$ cat src/rtl/alu_share_arbiter.sv
// alu_share_arbiter: two requesters share one external combinational ALU.
// Each port has a request channel and a one-entry registered response buffer.
// A round-robin or fixed-priority grant picks at most one request per cycle.
//
// Handshake semantics (all channels): a transfer happens on a rising edge
// where valid & ready are both high. A producer never waits for ready before
// raising valid. Ready may depend on valid, but valid never depends on ready.
// Once raised, rsp*_valid and its payload stay stable until the transfer.
module alu_share_arbiter #(
  parameter int XLEN        = 32,
  parameter bit P0_PRIORITY = 1'b0
) (
  input  logic            clk,
  input  logic            reset,
  // port 0: core execute stage
  input  logic            req0_valid,
  output logic            req0_ready,
  input  logic [XLEN-1:0] req0_a,
  input  logic [XLEN-1:0] req0_b,
  input  logic [3:0]      req0_ctrl,
  output logic            rsp0_valid,
  input  logic            rsp0_ready,
  output logic [XLEN-1:0] rsp0_data,
  output logic            rsp0_zero,
  output logic            rsp0_err,
  // port 1: address-generation / auxiliary unit
  input  logic            req1_valid,
  output logic            req1_ready,
  input  logic [XLEN-1:0] req1_a,
  input  logic [XLEN-1:0] req1_b,
  input  logic [3:0]      req1_ctrl,
  output logic            rsp1_valid,
  input  logic            rsp1_ready,
  output logic [XLEN-1:0] rsp1_data,
  output logic            rsp1_zero,
  output logic            rsp1_err,
  // shared ALU
  output logic [XLEN-1:0] alu_a,
  output logic [XLEN-1:0] alu_b,
  output logic [3:0]      alu_ctrl,
  input  logic [XLEN-1:0] alu_result
);

  // Highest legal ALUControl code (sltu); everything above is illegal.
  localparam logic [3:0] CTRL_MAX = 4'd9;

  // Response buffers and arbitration history.
  logic            rsp0_valid_q, rsp1_valid_q;
  logic [XLEN-1:0] rsp0_data_q,  rsp1_data_q;
  logic            rsp0_zero_q,  rsp1_zero_q;
  logic            rsp0_err_q,   rsp1_err_q;
  logic            rr_last_q;

  logic            elig0, elig1;
  logic            want0, want1;
  logic            p0_wins_tie;
  logic            grant0, grant1;
  logic [3:0]      sel_ctrl;
  logic            sel_illegal;
  logic [XLEN-1:0] result;

  // A port can take a new op if its buffer is empty or is draining this cycle.
  assign elig0 = !rsp0_valid_q || rsp0_ready;
  assign elig1 = !rsp1_valid_q || rsp1_ready;
  assign want0 = elig0 && req0_valid;
  assign want1 = elig1 && req1_valid;

  // Port 0 wins a tie under fixed priority, or when port 1 was served last.
  assign p0_wins_tie = P0_PRIORITY || rr_last_q;

  assign grant0 = want0 && (!want1 || p0_wins_tie);
  assign grant1 = want1 && !(want0 && p0_wins_tie);

  // Ready tells each port whether it would be granted if it asserted valid.
  assign req0_ready = elig0 && (!want1 || p0_wins_tie);
  assign req1_ready = elig1 && !(want0 && p0_wins_tie);

  // Steer the granted operands to the ALU; illegal codes run as add.
  always_comb begin
    alu_a       = '0;
    alu_b       = '0;
    sel_ctrl    = 4'd0;
    if (grant0) begin
      alu_a    = req0_a;
      alu_b    = req0_b;
      sel_ctrl = req0_ctrl;
    end else if (grant1) begin
      alu_a    = req1_a;
      alu_b    = req1_b;
      sel_ctrl = req1_ctrl;
    end
    sel_illegal = sel_ctrl > CTRL_MAX;
    alu_ctrl    = sel_illegal ? 4'd0 : sel_ctrl;
    result      = sel_illegal ? '0 : alu_result;
  end

  // Capture the ALU result into the granted port's buffer; drain on handshake.
  always_ff @(posedge clk) begin
    if (reset) begin
      rsp0_valid_q <= 1'b0;
      rsp0_data_q  <= '0;
      rsp0_zero_q  <= 1'b0;
      rsp0_err_q   <= 1'b0;
      rsp1_valid_q <= 1'b0;
      rsp1_data_q  <= '0;
      rsp1_zero_q  <= 1'b0;
      rsp1_err_q   <= 1'b0;
      rr_last_q    <= 1'b1;
    end else begin
      if (grant0) begin
        rsp0_valid_q <= 1'b1;
        rsp0_data_q  <= result;
        rsp0_zero_q  <= (result == '0);
        rsp0_err_q   <= sel_illegal;
        rr_last_q    <= 1'b0;
      end else if (rsp0_valid_q && rsp0_ready) begin
        rsp0_valid_q <= 1'b0;
      end
      if (grant1) begin
        rsp1_valid_q <= 1'b1;
        rsp1_data_q  <= result;
        rsp1_zero_q  <= (result == '0);
        rsp1_err_q   <= sel_illegal;
        rr_last_q    <= 1'b1;
      end else if (rsp1_valid_q && rsp1_ready) begin
        rsp1_valid_q <= 1'b0;
      end
    end
  end

  assign rsp0_valid = rsp0_valid_q;
  assign rsp0_data  = rsp0_data_q;
  assign rsp0_zero  = rsp0_zero_q;
  assign rsp0_err   = rsp0_err_q;
  assign rsp1_valid = rsp1_valid_q;
  assign rsp1_data  = rsp1_data_q;
  assign rsp1_zero  = rsp1_zero_q;
  assign rsp1_err   = rsp1_err_q;

endmodule

$ cat config.mk
export PLATFORM = sky130hd
export DESIGN_NAME = alu_share_arbiter
export DESIGN_NICKNAME = d
export VERILOG_FILES = /design/src/rtl/alu_share_arbiter.sv
export SDC_FILE = /design/constraint.sdc
export NUM_CORES = 1
export LEC_CHECK = 0
export ABC_AREA = 1
export CAP_MARGIN = 20
export CORE_AREA = 2 2 122 124
export CTS_CLUSTER_DIAMETER = 120
export DETAILED_ROUTE_END_ITERATION = 7
export DIE_AREA = 0 0 124 126
export GPL_ROUTABILITY_DRIVEN = 0
export PLACE_DENSITY_LB_ADDON = 0.1
export RECOVER_POWER = 100
export SLEW_MARGIN = 20
export SYNTH_ARGS = -nofsm -noshare
export SYNTH_HDL_FRONTEND = slang
export SYNTH_SLANG_ARGS = --single-unit
$ cat constraint.sdc
create_clock -name clk -period 3.6 [get_ports clk]
set_input_delay 0.72 -clock clk [delete_from_list [all_inputs] [get_ports clk]]
set_output_delay 0.72 -clock clk [all_outputs]
set_load 0.03 [all_outputs]
# Word-level counts from Yosys, hierarchy flattened
# Cells that the tools add are included.
[op_classes]
reduce_logical = 20
mux = 12
magnitude_cmp = 1
[op_table]
columns = ["operator", "count"]
rows = [
  ["$mux W32", 5],
  ["$logic_not A32 Y1", 1],
  ["$mux W4", 3],
  ["$logic_and A1 B1 Y1", 9],
  ["$gt A4 B4 Y1 const B", 1],
  ["$logic_not A1 Y1", 4],
  ["$mux W1", 4],
  ["$reduce_bool A2 Y1", 2],
  ["$logic_or A1 B1 Y1", 3],
  ["$reduce_or A2 Y1", 1],
]
[word_totals]
output_inout_bits = 140
inputBits = 174
elab_cells = 42
regBits = 71

# Logic depth before layout (Yosys ltp)
# Gate-level depths: netlist (run 1).
[depth]
word_depth = 11
ltp_mapped = 14

# Least setup slack after synthesis (run 1)
# OpenSTA, ideal clock, no wires.
[synth_timing]
path_type = "input to output"
start = "input rsp1_ready"
end = "output alu_ctrl[3]"
stages = 11
slack_ps = 803
arrival_ps = 2077
path_cell_list = "inv_1 nand2_1 nand3_2 nand2_2 clkinv_2 nand2_2 nand2_4 o21ai_4 buf_6 inv_1 a21oi_1"
[synth_via]
elab_chain_cells = 8
[synth_rtl]
columns = ["item", "line", "source"]
rows = [
  ["start: declaration", "33", "input logic rsp1_ready,"],
  ["$logic_or A1 B1 Y1 *", "64", "assign elig1 = !rsp1_valid_q || rsp1_ready;"],
  ["$logic_and A1 B1 Y1 *", "66", "assign want1 = elig1 && req1_valid;"],
  ["$logic_not A1 Y1", "71", "assign grant0 = want0 && (!want1 || p0_wins_tie);"],
  ["$logic_or A1 B1 Y1", "71", ""],
  ["$logic_and A1 B1 Y1", "71", ""],
  ["$mux W4 *", "83", "if (grant0) begin"],
  ["$gt A4 B4 Y1", "92", "sel_illegal = sel_ctrl > CTRL_MAX;"],
  ["$mux W4 *", "93", "alu_ctrl = sel_illegal ? 4'd0 : sel_ctrl;"],
  ["end: declaration", "40", "output logic [3:0] alu_ctrl,"],
]
# Every way passes the cells marked *; elsewhere a longest branch is shown, timed or not.

# Worst setup path in the final report (run 1)
[layout_timing]
start = "input req0_valid"
end = "output alu_b[24]"
[layout_via]
elab_chain_cells = 6
[layout_rtl]
columns = ["item", "line", "source"]
rows = [
  ["start: declaration", "16", "input logic req0_valid,"],
  ["$logic_and A1 B1 Y1 *", "65", "assign want0 = elig0 && req0_valid;"],
  ["$logic_and A1 B1 Y1", "72", "assign grant1 = want1 && !(want0 && p0_wins_tie);"],
  ["$logic_not A1 Y1", "72", ""],
  ["$logic_and A1 B1 Y1", "72", ""],
  ["$mux W32", "87", "end else if (grant1) begin"],
  ["$mux W32 *", "83", ""],
  ["end: declaration", "39", "output logic [XLEN-1:0] alu_b,"],
]
# Marks and branches as above.

==> results of run 1 <==
## through the flow
step / area, sq um / worst slack [ps] / cells
finish: 6823 / 120.8 / 883
global route: 6823 / 12.00 / 883
CTS: 6892 / 117.0 / 881
detailed placement: 6563 / 123.5 / 865
global placement: 6563 / 195.8 / 865
floorplan: 3303 / 802.8 / 395
## how the worst max path moves through the flow
stage                     from     endpoint
floorplan           rsp1_ready  alu_ctrl[3]
global placement    rsp0_ready    alu_b[25]
detailed placement  req1_valid    alu_b[24]
CTS                 req1_valid    alu_b[24]
global route        req0_valid    alu_b[24]
finish              req0_valid    alu_b[24]
## flip-flops by register name, indices dropped and copies added, names as in the netlist
signal	flops
rsp1_data	32
rsp0_zero	1
rsp0_data	32
rsp0_valid	1
rsp0_err	1
rsp1_err	1
rsp1_zero	1
rsp1_valid	1
p0_wins_tie	1
## cell families after synthesis
group | Yosys count
AND/OR/NAND/NOR | 58
buffers and inverters | 49
AO/OA/AOI/OAI | 217
flip-flops | 71
## layout make-up
class / instances / share of cell area (%)
tap: 184 / 3.374
inverter: 10 / 0.5868
clock buffer: 10 / 3.503
antenna: 2 / 0.07335
multi-input combinational: 275 / 24.26
timing repair buffer: 325 / 46.05
clock inverter: 6 / 1.320
sequential: 71 / 20.83
## worst max-delay path, cell delays in order
cell	delay [ps]
clkdlybuf4s50_1	500
inv_1	80
a21oi_4	150
nand2_1	130
clkinv_2	110
buf_12	210
a22o_1	160
clkdlybuf4s50_1	690
## per-layer routing
metal  up-vias  global-route usage, %  part of all wire, %
li1       2057                      -                    -
met3        31                  6.250                  8.6
met5         -                      0                    0
met2       202                  35.97                   50
met1      2017                  24.21                   38
met4         0                  8.592                  3.6
## power groups by stage
stage                     Clock (mW)  Sequential, mW  Combinational, mW
after floorplan                    0            1.05              0.442
after global placement             0           0.911               1.16
after detailed placement           0           0.913               1.16
after CTS                      0.997           0.899               1.17
after global routing            1.04           0.905               1.19
final                          0.972           0.895               1.12
## synthesized netlist by cell type
library cell	count	area share [%]
dfxtp_1	71	43
clkinv_2	2	0.30
a21oi_4	1	0.49
nand2_2	5	0.95
o21ai_0	68	10
nand3_2	2	0.61
nand2_4	1	0.34
a32o_1	1	0.30
o41ai_2	2	0.98
buf_6	4	1.4
inv_2	1	0.11
buf_1	4	0.45
o211ai_1	1	0.23
o21ai_4	1	0.49
inv_1	7	0.80
clkbuf_1	29	3.3
nand3_1	4	0.61
nor2_1	4	0.45
buf_2	2	0.30
a21boi_2	1	0.34
o41ai_1	6	1.6
a21oi_1	72	11
nand2_1	42	4.8
a22o_1	64	17
==> flow_results.xml, run 1 <==
<?xml version="1.0" encoding="UTF-8"?>
<metrics>
  <group name="status">
    <metric name="run_status" unit="">complete, no violations</metric>
  </group>
  <group name="global_route">
    <metric name="via_count_of_the_first_global_routing_pass" unit="">4225</metric>
    <metric name="wire_length_of_the_first_global_routing_pass" unit="microns">24860</metric>
    <metric name="grt_start_max_net_pins" unit="">69</metric>
    <metric name="globalRoute.totalOverflow" unit="">0</metric>
    <metric name="grt_antenna_before_repair" unit="">2</metric>
    <metric name="grt_util_all_layers" unit="%">21.01</metric>
  </group>
  <group name="hold_path">
    <metric name="timing.hold.worst_path_depth" unit="">2</metric>
    <metric name="hold_path_startpoint" unit="">rsp0_err</metric>
    <metric name="hold_path.class" unit="">reg2reg</metric>
    <metric name="timing.hold.worst_endpoint" unit="">rsp0_err</metric>
  </group>
  <group name="power_and_ir_drop">
    <metric name="netSwitchingFraction" unit="%">33.71</metric>
    <metric name="power_frac_clock" unit="%">32.6</metric>
    <metric name="total_power" unit="mW">2.984</metric>
    <metric name="powerDensity" unit="mW/mm^2">437.3</metric>
    <metric name="seq_power_share" unit="%">30.0</metric>
    <metric name="power.internal" unit="mW">1.978</metric>
    <metric name="power.switching" unit="mW">1.006</metric>
    <metric name="comb_power_share" unit="%">37.4</metric>
    <metric name="p_leak" unit="nW">2.871</metric>
    <metric name="vdd_ir_drop_max" unit="V">0.0002815</metric>
  </group>
  <group name="synthesis">
    <metric name="portion_of_netlist_area_occupied_by_mux_cells" unit="%">0</metric>
    <metric name="synth-warning-count" unit="">0</metric>
    <metric name="synth.cell_area" unit="sq mm">0.003303</metric>
    <metric name="synthAdderAreaFrac" unit="%">0</metric>
    <metric name="yosys.area_share.xor_xnor" unit="%">0</metric>
    <metric name="synth_compound_gate_area_share" unit="%">42.61</metric>
    <metric name="number_of_nets_in_the_synthesized_netlist" unit="">569</metric>
    <metric name="synth-simple-area-share" unit="%">7.727</metric>
    <metric name="yosys_register_bits" unit="">71</metric>
    <metric name="avgSynthCellArea" unit="sq um">8.362</metric>
    <metric name="largest_family_of_logic_cells_by_synthesized_area" unit="">compound AO/OA/AOI/OAI gates</metric>
    <metric name="synthCells" unit="">395</metric>
    <metric name="yosysUniqueCellTypes" unit="">24</metric>
    <metric name="ys_seq_area_share" unit="%">43.03</metric>
  </group>
  <group name="routing">
    <metric name="final_antenna_violating_net_count" unit="">0</metric>
    <metric name="num_vias" unit="">4307</metric>
    <metric name="dr.first_iter.drc_count" unit="">114</metric>
    <metric name="firstDrtPassIters" unit="">4</metric>
    <metric name="routed_wire_length" unit="microns">17060</metric>
    <metric name="remaining_drc_errors" unit="">0</metric>
    <metric name="wl_per_cell" unit="microns">19.32</metric>
    <metric name="vias_per_cell" unit="">4.878</metric>
  </group>
  <group name="critical_path">
    <metric name="critPathCaptureType" unit="">primary output</metric>
    <metric name="critical_path_arrival" unit="ps">2760</metric>
    <metric name="path_max_fanout" unit="">41</metric>
    <metric name="worstReg2RegStart" unit="">rsp1_valid</metric>
    <metric name="r2r.worst_path.cells" unit="">14</metric>
    <metric name="critPathRequiredTime" unit="ps">2880</metric>
    <metric name="nature_of_the_critical_path_startpoint" unit="">input pin</metric>
    <metric name="crit_type" unit="">in2out</metric>
    <metric name="worst-r2r-setup-slack" unit="ps">920</metric>
    <metric name="worst_r2r_dst" unit="">rsp0_zero</metric>
  </group>
  <group name="clock_tree">
    <metric name="cts.repair_timing.setup_buffer_count" unit="">0</metric>
    <metric name="clk-insertion-delay-late" unit="ps">330</metric>
    <metric name="clk_pin_slew" unit="ps">50</metric>
    <metric name="tritoncts_num_sinks" unit="">71</metric>
    <metric name="postCtsResizedCells" unit="">0</metric>
    <metric name="cts_inserted_buffers" unit="">9</metric>
    <metric name="tritoncts" unit="">built</metric>
    <metric name="ctsHoldBuffers" unit="">0</metric>
    <metric name="htreeDepth" unit="">3</metric>
    <metric name="cts_max_path_buffers" unit="">2</metric>
    <metric name="cts.root.buffer_cell" unit="">clkbuf_16</metric>
  </group>
  <group name="sta">
    <metric name="final_critical_path_required_period" unit="ps">3479</metric>
    <metric name="final.hold.worst_slack" unit="ps">524.2</metric>
    <metric name="fin_crit_sh" unit="%">96.64</metric>
    <metric name="worst-slew-pin-transition" unit="ps">971.1</metric>
    <metric name="setup-violations-final" unit="">0</metric>
    <metric name="worst_setup_skew_after_layout" unit="ps">9.262</metric>
    <metric name="max_freq" unit="MHz">287.4</metric>
    <metric name="final-max-slew-violation-count" unit="">0</metric>
    <metric name="rsz_0062_raised_after_global_routing" unit="">false</metric>
    <metric name="setup_tns" unit="ps">0</metric>
    <metric name="slew_headroom" unit="%">35.26</metric>
    <metric name="finalHoldViolCount" unit="">0</metric>
  </group>
  <group name="cells_and_area">
    <metric name="mostFrequentLayoutCells" unit="">clkdlybuf4s50_1, a21oi_1, dlygate4sd3_1</metric>
    <metric name="post_route_cells_drive_above_1_share" unit="%">7.891</metric>
    <metric name="nNetsFinal" unit="">866</metric>
    <metric name="ff_latch_area" unit="sq mm">0.001421</metric>
    <metric name="layout.filler_cells" unit="">1413</metric>
    <metric name="most_common_library_cell_in_the_layout_ignoring_fill_and_taps" unit="">clkdlybuf4s50_1</metric>
    <metric name="finish.utilization" unit="%">47.67</metric>
    <metric name="area_delta_synth_final" unit="%">106.6</metric>
    <metric name="multi_input_comb_area" unit="sq mm">0.001655</metric>
  </group>
  <group name="floorplan">
    <metric name="fp.dieW" unit="microns">124</metric>
    <metric name="initial_utilization" unit="%">23.08</metric>
    <metric name="placementRows" unit="">44</metric>
    <metric name="total_i_o_pin_count" unit="">314</metric>
    <metric name="dieArea" unit="sq mm">0.01562</metric>
    <metric name="fp.dieH" unit="microns">126</metric>
    <metric name="core" unit="sq mm">0.01431</metric>
  </group>
  <group name="job">
    <metric name="max_cap_violations" unit="">0</metric>
  </group>
  <group name="placed_design">
    <metric name="place.detailed.hpwl" unit="microns">13240</metric>
    <metric name="io_buffers" unit="">313</metric>
  </group>
</metrics>
Note: power is estimated with default switching activity, not from simulation.
==> run 2, diff against run 1 <==
--- a/config.mk
+++ b/config.mk
@@ -12,7 +12,7 @@
 export DETAILED_ROUTE_END_ITERATION = 7
 export DIE_AREA = 0 0 124 126
 export GPL_ROUTABILITY_DRIVEN = 0
-export PLACE_DENSITY_LB_ADDON = 0.1
+export PLACE_DENSITY = 0.71
 export RECOVER_POWER = 100
 export SLEW_MARGIN = 20
 export SYNTH_ARGS = -nofsm -noshare
==> run 2 against run 1 <==
Compared with the run above: sequential cell count did not move; worst setup slack gained 23 ps; register-to-register slack is essentially flat; clock power decreased by 3.7%; final area about the same; hold slack improved by 11 ps; via count is 0.53% lower; clock skew is 5.5 ps lower; core utilization about the same; total power fell by 1.6%; critical path type unchanged.
==> flow_results.xml, run 2 (synthesis gave the netlist of run 1 again) <==
<?xml version="1.0" encoding="UTF-8"?>
<metrics>
  <group name="sta">
    <metric name="setup-violations-final" unit="">0</metric>
    <metric name="max_freq" unit="MHz">289.4</metric>
    <metric name="fin_crit_sh" unit="%">96.00</metric>
    <metric name="slew_headroom" unit="%">40.79</metric>
    <metric name="worst-slew-pin-transition" unit="ps">888.2</metric>
    <metric name="finalHoldViolCount" unit="">0</metric>
    <metric name="rsz_0062_raised_after_global_routing" unit="">false</metric>
    <metric name="worst_setup_skew_after_layout" unit="ps">3.784</metric>
    <metric name="final_critical_path_required_period" unit="ps">3456</metric>
    <metric name="final-max-slew-violation-count" unit="">0</metric>
    <metric name="setup_tns" unit="ps">0</metric>
  </group>
  <group name="routing">
    <metric name="wl_per_cell" unit="microns">17.49</metric>
    <metric name="firstDrtPassIters" unit="">5</metric>
    <metric name="remaining_drc_errors" unit="">0</metric>
    <metric name="num_vias" unit="">4284</metric>
    <metric name="routed_wire_length" unit="microns">15370</metric>
    <metric name="final_antenna_violating_net_count" unit="">0</metric>
    <metric name="dr.first_iter.drc_count" unit="">234</metric>
    <metric name="vias_per_cell" unit="">4.874</metric>
  </group>
  <group name="floorplan">
    <metric name="dieArea" unit="sq mm">0.01562</metric>
    <metric name="core" unit="sq mm">0.01431</metric>
    <metric name="fp.dieH" unit="microns">126</metric>
    <metric name="total_i_o_pin_count" unit="">314</metric>
    <metric name="placementRows" unit="">44</metric>
    <metric name="fp.dieW" unit="microns">124</metric>
    <metric name="initial_utilization" unit="%">23.08</metric>
  </group>
  <group name="global_route">
    <metric name="via_count_of_the_first_global_routing_pass" unit="">4146</metric>
    <metric name="grt_antenna_before_repair" unit="">2</metric>
    <metric name="globalRoute.totalOverflow" unit="">0</metric>
    <metric name="grt_start_max_net_pins" unit="">69</metric>
    <metric name="wire_length_of_the_first_global_routing_pass" unit="microns">22340</metric>
    <metric name="grt_util_all_layers" unit="%">18.55</metric>
  </group>
  <group name="power_and_ir_drop">
    <metric name="powerDensity" unit="mW/mm^2">430.1</metric>
    <metric name="vdd_ir_drop_max" unit="V">0.0002566</metric>
    <metric name="total_power" unit="mW">2.935</metric>
    <metric name="p_leak" unit="nW">2.837</metric>
  </group>
  <group name="cells_and_area">
    <metric name="nNetsFinal" unit="">863</metric>
    <metric name="final_design_instance_area_without_fill" unit="sq mm">0.006824</metric>
    <metric name="post_route_cells_drive_above_1_share" unit="%">5.916</metric>
    <metric name="finalNonFillerCells" unit="">879</metric>
    <metric name="layout.filler_cells" unit="">1336</metric>
    <metric name="area_delta_synth_final" unit="%">106.6</metric>
    <metric name="mostFrequentLayoutCells" unit="">clkdlybuf4s50_1, a21oi_1, dlygate4sd3_1</metric>
    <metric name="ff_latch_area" unit="sq mm">0.001421</metric>
    <metric name="multi_input_comb_area" unit="sq mm">0.001663</metric>
    <metric name="finish.utilization" unit="%">47.67</metric>
    <metric name="most_common_library_cell_in_the_layout_ignoring_fill_and_taps" unit="">clkdlybuf4s50_1</metric>
  </group>
  <group name="critical_path">
    <metric name="slowest_delay" unit="ps">670</metric>
    <metric name="critPathMostFrequentCell" unit="">clkdlybuf4s50_1</metric>
    <metric name="crit_type" unit="">in2out</metric>
    <metric name="cell_family_with_most_cp_delay" unit="">buffers and inverters</metric>
    <metric name="critPathRequiredTime" unit="ps">2880</metric>
    <metric name="path_buf_inv" unit="">5</metric>
    <metric name="nature_of_the_critical_path_startpoint" unit="">input pin</metric>
    <metric name="critical_path_arrival" unit="ps">2740</metric>
    <metric name="critPathCaptureType" unit="">primary output</metric>
    <metric name="critical_path.cell_chain" unit="">clkdlybuf4s50_1 &gt; inv_1 &gt; a21oi_4 &gt; nand2_2 &gt; clkinv_2 &gt; buf_12 &gt; a22o_1 &gt; clkdlybuf4s50_1</metric>
    <metric name="path_max_fanout" unit="">52</metric>
    <metric name="critical_path_s_slowest_cell" unit="">clkdlybuf4s50_1</metric>
  </group>
  <group name="clock_tree">
    <metric name="htreeDepth" unit="">3</metric>
    <metric name="postCtsResizedCells" unit="">0</metric>
    <metric name="cts.root.buffer_cell" unit="">clkbuf_16</metric>
    <metric name="cts_inserted_buffers" unit="">9</metric>
    <metric name="clk-insertion-delay-late" unit="ps">330</metric>
    <metric name="cts_max_path_buffers" unit="">2</metric>
    <metric name="cts.repair_timing.setup_buffer_count" unit="">0</metric>
    <metric name="clk_pin_slew" unit="ps">50</metric>
    <metric name="tritoncts_num_sinks" unit="">71</metric>
    <metric name="tritoncts" unit="">built</metric>
    <metric name="ctsHoldBuffers" unit="">0</metric>
  </group>
  <group name="placed_design">
    <metric name="io_buffers" unit="">313</metric>
    <metric name="post-place-cells" unit="">862</metric>
    <metric name="placed_instance_area" unit="sq mm">0.006548</metric>
    <metric name="place.detailed.hpwl" unit="microns">11980</metric>
  </group>
  <group name="job">
    <metric name="max_cap_violations" unit="">0</metric>
  </group>
  <group name="hold_path">
    <metric name="hold_path.class" unit="">reg2reg</metric>
  </group>
  <group name="status">
    <metric name="run_status" unit="">complete, no violations</metric>
  </group>
</metrics>
[run 2: cell types whose count changed in the layout (fill, tap and decap cells not counted), sizes merged]
cell           change
buf                -7
clkinv             -1
inv                -2
clkbuf             -7
clkdlybuf4s50     +13
[run 2: path summary, 6_finish.rpt]
check               start            to  cells after the start  slack [ps]
max            req0_valid     alu_b[16]                      8         140
min          rsp1_data[5]  rsp1_data[5]                      2         530
max reg2reg    rsp1_valid     rsp0_zero                     14         930
min reg2reg  rsp1_data[5]  rsp1_data[5]                      2         530
[run 2: where the power goes]
| group | leakage (nW) | total, mW | switching, mW | internal, mW |
|---|---|---|---|---|
| clock network | 0.149 | 0.936 | 0.314 | 0.622 |
| registers | 0.588 | 0.896 | 0.0355 | 0.861 |
| logic | 2.10 | 1.10 | 0.610 | 0.492 |
[run 2: through the flow]
stage                     worst slack, ps  hold slack, ps
after floorplan                     802.8           514.5
after global placement              216.5           516.0
after detailed placement            156.7           523.6
after CTS                           158.3           540.8
after global routing                38.13           560.3
final                               144.0           535.0
[run 2: worst register-to-register path, stage by stage, from the launching register on]
cell	delay (ps)
dfxtp_1	330
nand2_1	130
nand3_2	130
nand2_2	120
clkinv_2	80
buf_4	200
nand2_2	110
nand2_4	70
o21ai_4	60
clkbuf_2	710
o41ai_1	240
nand2_1	160
nor2_1	60
nand2_1	80
a21oi_1	60
[run 2: routing by layer]
| layer | vias up | GRT usage (%) | share of wire (%) |
|---|---|---|---|
| li1 | 2048 | - | - |
| met1 | 1992 | 20.76 | 39 |
| met2 | 210 | 32.16 | 50 |
| met3 | 34 | 4.982 | 7.8 |
| met4 | 0 | 8.989 | 3.0 |
| met5 | - | 0 | 0 |
[run 2: cell type report]
cell class	count	share of cell area (%)
Antenna cell	2	0.07334
Clock buffer	12	3.612
Clock inverter	3	0.9901
Inverter	10	0.5867
Multi-Input combinational cell	275	24.37
Sequential cell	71	20.83
Tap cell	184	3.374
Timing Repair Buffer	322	46.17
